## src/rtl/serial_adder_pkg.sv

```systemverilog
// serial_adder_pkg
//   Shared types and constants for the bit-serial adder.
//   - sa_state_t       : controller state encoding (IDLE, RUN, DONE)
//   - SA_WIDTH_DEFAULT : default operand width in bits
package serial_adder_pkg;

    localparam int SA_WIDTH_DEFAULT = 8;

    typedef enum logic [1:0] {
        IDLE,
        RUN,
        DONE
    } sa_state_t;

endpackage

```

## src/rtl/full_adder.sv

```systemverilog
// full_adder
//   Existing one-bit full-adder cell, reused unchanged by serial_adder.
//   Ports:
//     A, B, Cin : operand bits and carry-in
//     S         : sum bit
//     Cout      : carry-out
module full_adder (
    input  logic A,
    input  logic B,
    input  logic Cin,
    output logic S,
    output logic Cout
);

    assign S    = A ^ B ^ Cin;
    assign Cout = (A & B) | (Cin & (A ^ B));

endmodule

```

## src/rtl/serial_adder.sv

```systemverilog
// serial_adder
//   Bit-serial adder: one full_adder cell plus a carry flop, processing one
//   operand bit per clock, LSB first. An addition takes WIDTH RUN cycles
//   followed by a single DONE cycle.
//   Ports:
//     clk, rst_n    : clock, synchronous active-low reset
//     start         : request an addition (honoured only in IDLE)
//     a, b, cin     : operands and carry-in, captured on accepted start
//     busy          : high in RUN and DONE
//     done          : one-cycle pulse, sum/cout valid
//     sum, cout     : registered result, held until the next completion
module serial_adder
    import serial_adder_pkg::*;
#(
    parameter int WIDTH = SA_WIDTH_DEFAULT
) (
    input  logic             clk,
    input  logic             rst_n,
    input  logic             start,
    input  logic [WIDTH-1:0] a,
    input  logic [WIDTH-1:0] b,
    input  logic             cin,
    output logic             busy,
    output logic             done,
    output logic [WIDTH-1:0] sum,
    output logic             cout
);

    // One extra bit keeps the counter meaningful for WIDTH=1.
    localparam int                CNT_W    = $clog2(WIDTH) + 1;
    localparam logic [CNT_W-1:0]  CNT_LAST = CNT_W'(WIDTH - 1);
    localparam logic [CNT_W-1:0]  CNT_ONE  = CNT_W'(1);

    sa_state_t        state_q,  state_d;
    logic [WIDTH-1:0] a_sh_q,   a_sh_d;
    logic [WIDTH-1:0] b_sh_q,   b_sh_d;
    logic [WIDTH-1:0] sum_sh_q, sum_sh_d;
    logic             carry_q,  carry_d;
    logic [CNT_W-1:0] cnt_q,    cnt_d;
    logic [WIDTH-1:0] sum_q,    sum_d;
    logic             cout_q,   cout_d;

    logic             fa_s;
    logic             fa_cout;
    logic [WIDTH-1:0] sum_sh_next;

    full_adder u_fa (
        .A    (a_sh_q[0]),
        .B    (b_sh_q[0]),
        .Cin  (carry_q),
        .S    (fa_s),
        .Cout (fa_cout)
    );

    // New sum bit enters at the MSB; after WIDTH shifts bit 0 lands at LSB.
    generate
        if (WIDTH == 1) begin : g_sh1
            assign sum_sh_next = fa_s;
        end else begin : g_shn
            assign sum_sh_next = {fa_s, sum_sh_q[WIDTH-1:1]};
        end
    endgenerate

    always_comb begin
        state_d  = state_q;
        a_sh_d   = a_sh_q;
        b_sh_d   = b_sh_q;
        sum_sh_d = sum_sh_q;
        carry_d  = carry_q;
        cnt_d    = cnt_q;
        sum_d    = sum_q;
        cout_d   = cout_q;

        case (state_q)
            IDLE: begin
                if (start) begin
                    a_sh_d   = a;
                    b_sh_d   = b;
                    carry_d  = cin;
                    sum_sh_d = '0;
                    cnt_d    = '0;
                    state_d  = RUN;
                end
            end
            RUN: begin
                a_sh_d   = a_sh_q >> 1;
                b_sh_d   = b_sh_q >> 1;
                sum_sh_d = sum_sh_next;
                carry_d  = fa_cout;
                cnt_d    = cnt_q + CNT_ONE;
                if (cnt_q == CNT_LAST) begin
                    // Outputs are written straight from the final shift so
                    // they are already valid during the DONE cycle.
                    sum_d   = sum_sh_next;
                    cout_d  = fa_cout;
                    state_d = DONE;
                end
            end
            DONE: begin
                state_d = IDLE;
            end
            default: begin
                state_d = IDLE;
            end
        endcase
    end

    always_ff @(posedge clk) begin
        if (!rst_n) begin
            state_q  <= IDLE;
            a_sh_q   <= '0;
            b_sh_q   <= '0;
            sum_sh_q <= '0;
            carry_q  <= 1'b0;
            cnt_q    <= '0;
            sum_q    <= '0;
            cout_q   <= 1'b0;
        end else begin
            state_q  <= state_d;
            a_sh_q   <= a_sh_d;
            b_sh_q   <= b_sh_d;
            sum_sh_q <= sum_sh_d;
            carry_q  <= carry_d;
            cnt_q    <= cnt_d;
            sum_q    <= sum_d;
            cout_q   <= cout_d;
        end
    end

    assign busy = (state_q != IDLE);
    assign done = (state_q == DONE);
    assign sum  = sum_q;
    assign cout = cout_q;

endmodule

```

## config.mk

```make
export PLATFORM = sky130hd
export DESIGN_NAME = serial_adder
export DESIGN_NICKNAME = d
export VERILOG_FILES = /design/src/rtl/serial_adder_pkg.sv /design/src/rtl/full_adder.sv /design/src/rtl/serial_adder.sv
export SDC_FILE = /design/constraint.sdc
export NUM_CORES = 1
export LEC_CHECK = 0
export CAP_MARGIN = 20
export CELL_PAD_IN_SITES_DETAIL_PLACEMENT = 1
export CELL_PAD_IN_SITES_GLOBAL_PLACEMENT = 2
export CORE_MARGIN = 4
export CORE_UTILIZATION = 28
export CTS_CLUSTER_SIZE = 8
export DETAILED_ROUTE_END_ITERATION = 8
export GPL_ROUTABILITY_DRIVEN = 0
export MAX_ROUTING_LAYER = met4
export PLACE_DENSITY_LB_ADDON = 0.08
export SYNTH_ARGS = -nofsm -noshare
export SYNTH_HDL_FRONTEND = slang
export SYNTH_SLANG_ARGS = --single-unit
export TNS_END_PERCENT = 20
```

## constraint.sdc

```tcl
create_clock -name clk -period 1.2 [get_ports clk]
set_input_delay 0.36 -clock clk [delete_from_list [all_inputs] [get_ports clk]]
set_output_delay 0.36 -clock clk [all_outputs]
set_load 0.1 [all_outputs]
```

-- Word level (Yosys, flattened, before mapping)
Index checks and enable logic that the tools add are counted.
W data, S select, Z words.
- word-level logic and storage cells: 38
- bits in writable memories: 0
- input bits: 20
- bits in read-only memories: 0
- memories: 0
- latch bits: 0
- register bits after elaboration: 40
- output and inout bits: 11
- shifts and indexed selects: 0
- divide/modulo/power cells: 0
- add/sub/neg operators: 1
- $lt $le $gt $ge: 0
- bitwise logic cells: 5
- multiplexer cells: 13
- multiply operators: 0
- reduce and logical (&&, ||, !) cells: 6
- equality and inequality tests: 5
- operators with widths (kind ; number):
    $pmux W8 S2 ; 3
    $mux W8 ; 3
    $pmux W4 S2 ; 1
    $reduce_and A2 Y1 ; 3
    $add A4 B1 Y4 const B ; 1
    $eq A4 B3 Y1 const B ; 1
    $mux W2 ; 2
    $mux W4 ; 1
    $ne A2 B2 Y1 const B ; 2
    $pmux W2 S2 ; 1
    $reduce_bool A2 Y1 ; 2
    $and A1 B1 Y1 ; 2
    $eq A2 B1 Y1 const B ; 1
    $eq A2 B2 Y1 const B ; 1
    $logic_not A2 Y1 ; 1
    $pmux W1 S2 ; 1
    $xor A1 B1 Y1 ; 2
    $mux W1 ; 1
    $or A1 B1 Y1 ; 1

-- Logic depth before layout (Yosys ltp)
Gate-level depths: netlist of run 1.
- word-level depth: 4
- depth in mapped cells: 6
- depth with buffers taken out: 4

-- Modules after synthesis
From an unflattened synthesis of run 1, not the netlist that was laid out.
- cells, all modules: 175
- area, all modules: 1732.9 µm²
- modules (own cells, without submodules) (module ; times used ; cells each ; area an instance (µm²) ; sequential area each (µm²)):
    serial_adder ; 1 ; 174 ; 1712.9 ; 780.7
    full_adder ; 1 ; 1 ; 20.0 ; 0.0

-- Worst setup path after synthesis of run 1
Ideal clock, no wire load.
- kind: register to output
- start: register state_q[1]
- end: output done
- path slack: -1.290 ns
- required time: 0.840 ns
- path buffers: 2
- cell stages (with the launch flop): 4
- arrival time: 2.130 ns
- cell sequence: dfxtp_1 > buf_4 > clkbuf_1 > nor2b_1
- cells in the longest elaborated chain, start to end: 1
- ends and longest elaborated chain (item ; RTL line ; RTL):
    from (decl) ; serial_adder.sv:34 ; sa_state_t state_q, state_d;
    from (signal assigned) ; serial_adder.sv:119 ; state_q <= state_d;
    $eq A2 B2 Y1 ; serial_adder.sv:131 ; assign done = (state_q == DONE);
    to (decl) ; serial_adder.sv:24 ; output logic done,
No other way between the ends.

-- Worst setup path after layout of run 1
- start: register state_q[0]
- end: register b_sh_q[2]
- cells in the longest elaborated chain, start to end: 3
- elaborated cells on any way between the ends: 6
- those cells by class: 2 x eq/ne; 1 x mux; 3 x reduce/logical
- ends and longest elaborated chain (item ; RTL line ; RTL):
    $eq A2 B1 Y1 or $logic_not A2 Y1 (tied branches) ; serial_adder.sv:74 ; case (state_q)
    $reduce_bool A2 Y1 (no line) or $ne A2 B2 Y1 (tied branches) ; -- ;
    $reduce_and A2 Y1 (no line) ; -- ;
    to (signal assigned) ; serial_adder.sv:121 ; b_sh_q <= b_sh_d;
    to (decl) ; serial_adder.sv:36 ; logic [WIDTH-1:0] b_sh_q, b_sh_d;
Several ways; a longest one is shown, not always the timed one.
A chain may end at the register's enable or synchronous reset.

==> results_dict.tcl, run 1 <==
set metrics [dict create \
    cts-htree-levels 2 \
    n_antenna_cell 0 \
    rsz0062_at_grt "true" \
    reg2reg_depth 5 \
    synth-compound-area-share_pct 21.27 \
    grt_max_degree 30 \
    num_vias 1593 \
    violations "setup timing" \
    clock_path_buffers 2 \
    synth_area_leaders "dfxtp_1 (44%), nor2b_1 (9.2%), mux2i_1 (5.1%)" \
    critical_path_required_ns 1.39 \
    drt_first_pass_iters 4 \
    antenna_found_initial 0 \
    busiest_layer "met2" \
    multi_input_area_um2 1052 \
    met2_usage_pct 24.86 \
    synth_fa_ha_area_share_pct 1.849 \
    cts_buffers 5 \
    antenna_left 0 \
    yosys.area.top_type "dfxtp_1" \
    hold_viol 0 \
    clk_pin_slew_ns 0.08 \
    hold_path.class "reg -> reg" \
    die_area_um2 7615 \
    nets 257 \
    total_power_mw 2.988 \
    post-route-util_pct 46.53 \
    yosys.area_share.simple_pct 20.70 \
    route.detailed.drc 0 \
    status "complete, but fails checks" \
    fin_worst_skew_ns 0.009989 \
    postCtsHoldBufs 0 \
    fin_tns_setup_ns -5.196 \
    die_y_um 87.27 \
    grt_overflow 0 \
    port_buffers 30 \
    synthesis.area_um2 1759 \
    vias_per_cell 5.122 \
    post-route-period-util_pct 121.7 \
    grt_use_met3_pct 4.068 \
    ir_drop_mv 0.3809 \
    r2r_start "state_q[0]$_SDFFE_PN0P_" \
    yosysSeqAreaShare_pct 44.38 \
    powerDensity_nw_per_um2 1066 \
    start_kind "flop" \
    cp.arrival_ns 1.65 \
    cts_tree "done" \
    gr-usage-all-layers_pct 14.44 \
    criticalPathCategory "reg -> reg" \
    n_fill_cell 673 \
    slew_viol_final 0 \
    fin_ws_ns -0.2599 \
    hp-start "sum_sh_q[1]$_SDFFE_PN0P_" \
    rows 28 \
    post-place-ws_ns -0.4183 \
    syn_to_final_growth_pct 59.39 \
    yosys.area.top_type_share_pct 44.38 \
    ioPinCount 31 \
    p_leak_nw 1.030 \
    die_w_um 87.27 \
    synthMuxAreaShare_pct 5.121 \
    drive_above_1_share_pct 43.22 \
    synth_nets 211 \
    cp_max_fo 9 \
    ys_warn_count 0 \
    reg2reg_to "b_sh_q[2]$_SDFFE_PN0P_" \
    relSlewSlack_pct 78.73 \
    syn_inst 189 \
    drv_cap 0 \
    dp_hpwl_um 3246 \
    ys_types 32 \
    setup_viol 40 \
    wl_um 5258 \
    first_global_vias 1668 \
    start_util_pct 29.19 \
    synth_xor_area_share_pct 0 \
    ff_latch_area_um2 799.5 \
    holdPathStages 2 \
    synth_seq_cells 39 \
    grt_pass1_wl_um 8286 \
    clockRootBuffer "clkbuf_8" \
    wire_per_inst_um 16.91 \
    syn_area_per_cell_um2 9.308 \
    worstHoldEndpoint "sum[0]$_SDFFE_PN0P_" \
    cts_sinks 39 \
    synth_top_family_by_area "compound AO/OA/AOI/OAI gates" \
    fmax_mhz 685.0 \
    fin_crit_ns 1.460 \
    use_met1_pct 16.18 \
    crit_path_end_kind "flop" \
    clkLatencyLatePin_ns 0.30 \
    r2r_slack_ns -0.26 \
    tightest_slew_ns 0.3190 \
    core-area_um2 6026 \
    drt_iter0_drc 44 \
]
## cells in the mapped netlist
cell type,n
nand3b_1,1
dfxtp_1,39
and4b_1,1
clkbuf_2,1
nand4b_1,1
nand4_1,1
o221a_2,7
o221a_1,8
ha_1,1
a22oi_1,8
a21oi_1,15
o211a_1,1
fa_1,1
buf_6,3
nand3_1,2
o21bai_1,1
and2_1,1
buf_2,6
buf_4,2
mux2i_1,9
inv_1,2
a32oi_1,2
nand2_1,22
o32a_1,1
o211ai_1,1
nor2b_1,26
a21boi_1,1
clkbuf_1,7
nor2_1,15
and3_1,1
o21ba_1,1
nor3b_1,1
## kinds of logic (layout without fill, tap and decap cells)
logic type	after synthesis	count (layout)
muxes	9	9
buffers and inverters	21	67
and+or+nand+nor	72	72
DFF	39	39
AOI/OAI and AO/OA	46	47
adders and majority gates	2	2
## routing by layer
metal / vias up / share of wire (%)
li1: 763 / -
met1: 781 / 42
met2: 37 / 52
met3: 12 / 4.1
met4: 0 / 2.1
met5: - / 0
## placed cells by master (no fill, tap or decap), types with 3 or more instances in the layout
cell	n
dfxtp_1	28
nand2_1	20
nor2b_1	18
clkdlybuf4s50_1	18
buf_4	16
buf_12	15
a21oi_1	10
mux2i_1	9
dfxtp_2	9
o221a_1	8
o221a_2	7
clkbuf_8	7
nor2b_4	6
nor2_1	6
nor2_2	6
a21oi_2	5
a22oi_2	5
nor2_4	3
a22oi_1	3
buf_6	3
## state kept, by name, indices dropped and copies added (netlist names)
register,count
sum,8
b_sh_q,8
cnt_q,4
carry_q,1
a_sh_q,8
sum_sh_q,7
state_q,2
cout,1
## critical path, stage by stage (launching register included)
cell	delay (ns)
dfxtp_4	0.38
buf_4	0.15
buf_8	0.14
buf_4	0.15
o21ba_4	0.26
o221a_2	0.28
## report_power, final
part,internal [mW],total [mW],switching [mW]
combinational,0.318,0.565,0.248
sequential,1.35,1.40,0.0496
clock,0.524,1.02,0.499
## cell type report
| cell class | count | area share (%) |
|---|---|---|
| clock buffers | 7 | 3.436 |
| clock inverters | 1 | 0.2677 |
| inverters | 2 | 0.4016 |
| multi-input cells | 130 | 37.53 |
| flip-flops and latches | 39 | 28.51 |
| well taps | 75 | 3.347 |
| repair buffers | 57 | 26.51 |
## through the flow
stage	hold slack (ns)	std cells	instance area [um^2]
after floorplan	0.4302	189	1792
after global placement	0.4526	292	2350
after detailed placement	0.4610	292	2350
final	0.4734	311	2804
after CTS	0.4698	307	2665
after global routing	0.4960	311	2804
## how the worst max path moves through the flow
| stage | startpoint | end | cells past startpoint |
|---|---|---|---|
| floorplan | state_q[1]$_SDFFE_PN0P_ | done | 3 |
| global placement | start | b_sh_q[4]$_SDFFE_PN0P_ | 4 |
| detailed placement | start | b_sh_q[2]$_SDFFE_PN0P_ | 4 |
| CTS | state_q[0]$_SDFFE_PN0P_ | busy | 3 |
| global route | state_q[1]$_SDFFE_PN0P_ | busy | 3 |
| finish | state_q[0]$_SDFFE_PN0P_ | b_sh_q[2]$_SDFFE_PN0P_ | 5 |
## timing repair
action,4_1_cts,5_1_grt
gates resized for setup,38,28
setup endpoints to repair,46,50
gates cloned,4,1
pin swaps,4,3
hold endpoints to repair,0,0
buffers inserted,4,3
Power figures use the tool's default switching activity.
==> inputs of run 2 (changes only) <==
- CAP_MARGIN: 20 -> unset
==> results of run 2 <==
The final DEF is identical to that of run 1; final timing and power are the same.
==> inputs of run 3 (changes only) <==
- CAP_MARGIN: unset -> 0
- GPL_ROUTABILITY_DRIVEN: 0 -> unset
- SLEW_MARGIN: unset -> 20
==> results of run 3 <==
The final DEF is identical to that of run 1; final timing and power are the same.
==> RTL edit 1: new RTL, config.mk and constraints of run 2 <==
Re-encode `sa_state_t` (3 states) as one-hot, 3 bits wide.
--- a/src/rtl/serial_adder_pkg.sv
+++ b/src/rtl/serial_adder_pkg.sv
@@ -6,10 +6,10 @@
 
     localparam int SA_WIDTH_DEFAULT = 8;
 
-    typedef enum logic [1:0] {
-        IDLE,
-        RUN,
-        DONE
+    typedef enum logic [2:0] {
+        IDLE = 3'b001,
+        RUN  = 3'b010,
+        DONE = 3'b100
     } sa_state_t;
 
 endpackage
Behaviour: same outputs for any inputs over 10 cycles, from zero or initial values and one cycle with rst_n low; not proved beyond that.
==> RTL edit 1 against run 2 <==
The run still ends with setup timing left; non-clock buffer count increased by 7; wire length increased by 0.30%; die area decreased by 4.5%; clock power decreased by 16%; area after synthesis decreased by 5.0%; critical path depth decreased by 3; via count decreased by 0.44%; worst setup slack got worse by 0.11 ns; critical path type is now reg2out; total power decreased by 4.5%; fmax decreased by 6.8%; cell area decreased by 2.9%; highest routed layer unchanged; sequential cell count increased by 1.
==> RTL edit 1: results (changes against run 2) <==
- Status: finished, violations left (unchanged)
- Violated checks: setup timing (unchanged)
- Post-synthesis adder-cell area fraction: 1.95% (was 1.85%)
- Vias in the first global route: 1760 (was 1668)
- First-pass GRT wire length: 8880 um (was 8290 um)
- # nets final: 251 (was 257)
- Top delay family on crit path: simple AND/OR/NAND/NOR gates (was compound AO/OA/AOI/OAI gates)
- Compound-Gate Fraction of Synth Area: 28.4% (was 21.3%)
- Dpl cell area: 2350 sq um (about the same)
- Static Leak: 0.000984 uW (was 0.00103 uW)
- Switching share of power: 25.9% (was 26.7%)
- Setup violators final: 42 (was 40)
- Mux contribution to synthesized area: 0% (was 5.12%)
- Syn nets: 197 (was 211)
- Normalized max-slew margin: 85.3% (was 78.7%)
- Total Routed Length: 5270 um (was 5260 um)
- Fill count: 597 (was 673)
- Area contributors post-synth: dfxtp_1 (48%), o221a_2 (10%), o22a_1 (7.9%) (was dfxtp_1 (44%), nor2b_1 (9.2%), mux2i_1 (5.1%))
- Dpl hpwl: 3410 um (was 3250 um)
- Post-DR vias/cell: 5.27 (was 5.12)
- CP max stage delay: 0.41 ns (was 0.38 ns)
- Iter 0 DRT Violations: 59 (was 44)
- Most used flip-flop cell after synthesis: dfxtp_1 (unchanged)
- Power per standard cell area: 1050 nW/um^2 (was 1070 nW/um^2)
- GRT Util Overall: 15.9% (was 14.4%)
- Seq/Total Area, Yosys: 47.9% (was 44.4%)
- Largest net degree at the start of global routing: 19 (was 30)
- Final setup margin: -0.366 ns (was -0.260 ns)
- Critical Path AT: 1.21 ns (was 1.65 ns)
[RTL edit 1: cell count changes after synthesis, sizes merged, moves of 2 or more]
cell | run 2 | this run
or3b | 0 | 2
nand3 | 2 | 23
buf | 11 | 4
o22a | 0 | 15
a21oi | 15 | 21
o21ai | 0 | 11
a32oi | 2 | 0
nor2b | 26 | 2
nor2 | 15 | 0
mux2i | 9 | 0
nor3b | 1 | 3
clkbuf | 8 | 13
nand2 | 22 | 13
a22oi | 8 | 0
[RTL edit 1: kinds of logic (layout without fill, tap and decap cells)]
family / after synthesis / count (layout)
buffers and inverters: 18 / 72
flip-flops: 40 / 40
AO/OA/AOI/OAI: 64 / 64
AND/OR/NAND/NOR: 51 / 51
adder cells (fa/ha/maj): 2 / 2
[RTL edit 1: power groups by stage]
stage	logic, uW	clock network [uW]	registers (uW)
floorplan	243	0	1450
global route	611	952	1440
detailed placement	442	0	1460
global placement	424	0	1460
CTS	557	885	1430
finish	570	852	1430
[RTL edit 1: path summary, 6_finish.rpt]
kind	start	to	slack, ns	depth (start not counted)
max reg2reg	state_q[2]$_SDFFE_PN0P_	cnt_q[3]$_SDFFE_PN0P_	-0.27	4
min reg2reg	sum_sh_q[6]$_SDFFE_PN0P_	sum_sh_q[5]$_SDFFE_PN0P_	0.46	2
max	state_q[1]$_SDFFE_PN0P_	busy	-0.37	2
min	sum_sh_q[6]$_SDFFE_PN0P_	sum_sh_q[5]$_SDFFE_PN0P_	0.46	2
[RTL edit 1: per-stage QoR]
step | hold WS (ns) | power, uW | setup WS, ns | TNS [ns] | std cells
after floorplan | 0.445 | 1700 | -0.612 | -7.56 | 175
after global placement | 0.457 | 1890 | -0.495 | -13.24 | 285
after detailed placement | 0.469 | 1910 | -0.519 | -14.62 | 285
after CTS | 0.477 | 2880 | -0.372 | -8.75 | 300
after global routing | 0.491 | 3000 | -0.407 | -10.83 | 301
final | 0.464 | 2850 | -0.366 | -8.80 | 301
[RTL edit 1: timing repair]
action	4_1_cts	5_1_grt
pin swaps	12	12
endpoints found under the hold margin	0	0
setup buffers	4	1
setup endpoints to repair	50	51
gates cloned	4	0
resized for setup	36	14
hold buffers	0	0
[RTL edit 1: per-layer routing]
metal / global-route usage (%) / vias to the layer above / share of wire, %
li1: - / 779 / -
met1: 20.1 / 776 / 47
met2: 25.6 / 26 / 50
met3: 3.69 / 5 / 2.6
met4: 4.17 / 0 / 0.99
met5: - / - / 0
[RTL edit 1: cell type report]
| type | count | share of cell area (%) |
|---|---|---|
| multi-input cells | 117 | 33.9 |
| flip-flops and latches | 40 | 30.1 |
| well taps | 72 | 3.31 |
| repair buffers | 64 | 29.7 |
| inverters | 1 | 0.138 |
| clock buffers | 6 | 2.67 |
| clock inverters | 1 | 0.184 |
==> RTL edit 2: new RTL, settings of run 2 <==
Without the edit above. Set the package constant `SA_WIDTH_DEFAULT` to 16 (it was 8).
--- a/src/rtl/serial_adder_pkg.sv
+++ b/src/rtl/serial_adder_pkg.sv
@@ -4,7 +4,7 @@
 //   - SA_WIDTH_DEFAULT : default operand width in bits
 package serial_adder_pkg;
 
-    localparam int SA_WIDTH_DEFAULT = 8;
+    localparam int SA_WIDTH_DEFAULT = 16;
 
     typedef enum logic [1:0] {
         IDLE,
Interface: changed (resized a, b and sum); port bits go from 31 to 55. No check against the original RTL was run, so the function may have changed too.
==> RTL edit 2 against run 2 <==
Critical path type is now reg2out; area after synthesis up 75%; sequential cell count increased by 33; count of clock-buffer cells in the layout grew 3; wire length rose by 73%; first-iteration DRC count rose by 110%; cell area rose by 72%; the flow still finishes with violations (setup timing); worst setup slack worse by 0.031 ns; total power grew 84%; clock power grew 110%.
==> RTL edit 2: results (changes against run 2) <==
- Largest net degree at the start of global routing: 35 (was 30)
- Port buffer count: 54 (was 30)
- Setup Skew: 0.0109 ns (was 0.00999 ns)
- Sequential power: 2590 uW (was 1400 uW)
- Power per standard cell area: 1140 nW/um^2 (was 1070 nW/um^2)
- Final Instance Area: 4830 sq um (was 2800 sq um)
- Violated checks: setup timing (unchanged)
- Total Routed Length: 9070 um (was 5260 um)
- Switching share of power: 25.9% (was 26.7%)
- CP max stage delay: 0.35 ns (was 0.38 ns)
- Top delay family on crit path: flip-flops (was compound AO/OA/AOI/OAI gates)
- H-tree Lvls: 3 (was 2)
- Setup TNS: -8.82 ns (was -5.20 ns)
- First-pass GRT wire length: 15400 um (was 8290 um)
- Syn nets: 387 (was 211)
- Critical Path AT: 1.13 ns (was 1.65 ns)
- Worst setup path start: state_q[1]$_SDFFE_PN0P_ (was state_q[0]$_SDFFE_PN0P_)
- Final setup margin: -0.291 ns (was -0.260 ns)
- Post-synthesis adder-cell area fraction: 1.46% (was 1.85%)
- Commonest cells in the netlist: dfxtp_1 (72), a21oi_1 (48), nand2_1 (36), o221ai_1 (31), or3b_1 (23) (was dfxtp_1 (39), nor2b_1 (26), nand2_1 (22), a21oi_1 (15), nor2_1 (15))
- GRT Util Overall: 15.4% (was 14.4%)
- # nets final: 461 (was 257)
- Clock Latency Late Sink: 0.35 ns (was 0.30 ns)
- Global routing usage on met2: 24.3% (was 24.9%)
- Cells after Synth: 348 (was 189)
- Vias in the first global route: 3058 (was 1668)
- Met1 Use GR: 19.6% (was 16.2%)
- Status: finished, violations left (unchanged)
- Flop-to-flop setup slack: -0.28 ns (was -0.26 ns)
- Post-DR vias/cell: 5.12 (about the same)
- RR Endpoint: sum[13]$_SDFFE_PN0P_ (was b_sh_q[2]$_SDFFE_PN0P_)
- Compound-Gate Fraction of Synth Area: 28.4% (was 21.3%)
- Mux contribution to synthesized area: 0.325% (was 5.12%)
- Setup crit end: done (was b_sh_q[2]$_SDFFE_PN0P_)
- Met3 global-route usage: 3.16% (was 4.07%)
- Crit Reg-Reg Startpoint: cnt_q[1]$_SDFFE_PN0P_ (was state_q[0]$_SDFFE_PN0P_)
- Fin Hold WS: 0.466 ns (was 0.473 ns)
- Placed instance count: 544 (was 292)
- Seq/Total Area, Yosys: 46.8% (was 44.4%)
- Worst-Margin Slew: 0.263 ns (was 0.319 ns)
- Comb pwr share: 13.5% (was 18.9%)
- Worst Reg-to-Reg Cells: 7 (was 5)
- Post_cts resized: 66 (was 38)
- Layout cells sized above 1: 38.6% (was 43.2%)
- Setup violators final: 88 (was 40)
- Iter 0 DRT Violations: 93 (was 44)
- Final std cells w/o fill: 567 (was 311)
- CTS Buf Count: 9 (was 5)
-- RTL edit 2: cell count changes in the layout (fill, tap and decap cells not counted), sizes merged, moves of 9 or more --
| cell | before | now |
|---|---|---|
| a21oi | 15 | 48 |
| dfxtp | 39 | 72 |
| o221ai | 0 | 31 |
| buf | 36 | 63 |
| nor2b | 26 | 1 |
| o21ai | 0 | 24 |
| or3b | 0 | 24 |
| clkdlybuf4s50 | 18 | 34 |
| o221a | 15 | 0 |
| nand2 | 22 | 36 |
| o22ai | 0 | 9 |
-- RTL edit 2: final cells by class --
| cell class | instances | area share, % |
|---|---|---|
| multi-input combinational | 231 | 36.0 |
| sequential | 72 | 30.5 |
| timing repair buffer | 99 | 24.4 |
| tap | 140 | 3.63 |
| clock buffer | 10 | 2.64 |
| clock inverter | 6 | 1.94 |
| inverter | 9 | 0.803 |
-- RTL edit 2: per-layer routing --
layer | wire [um] | part of all wire (%)
met5 | 0 | 0
met1 | 4230 | 47
met4 | 101 | 1.1
met2 | 4450 | 49
met3 | 285 | 3.1
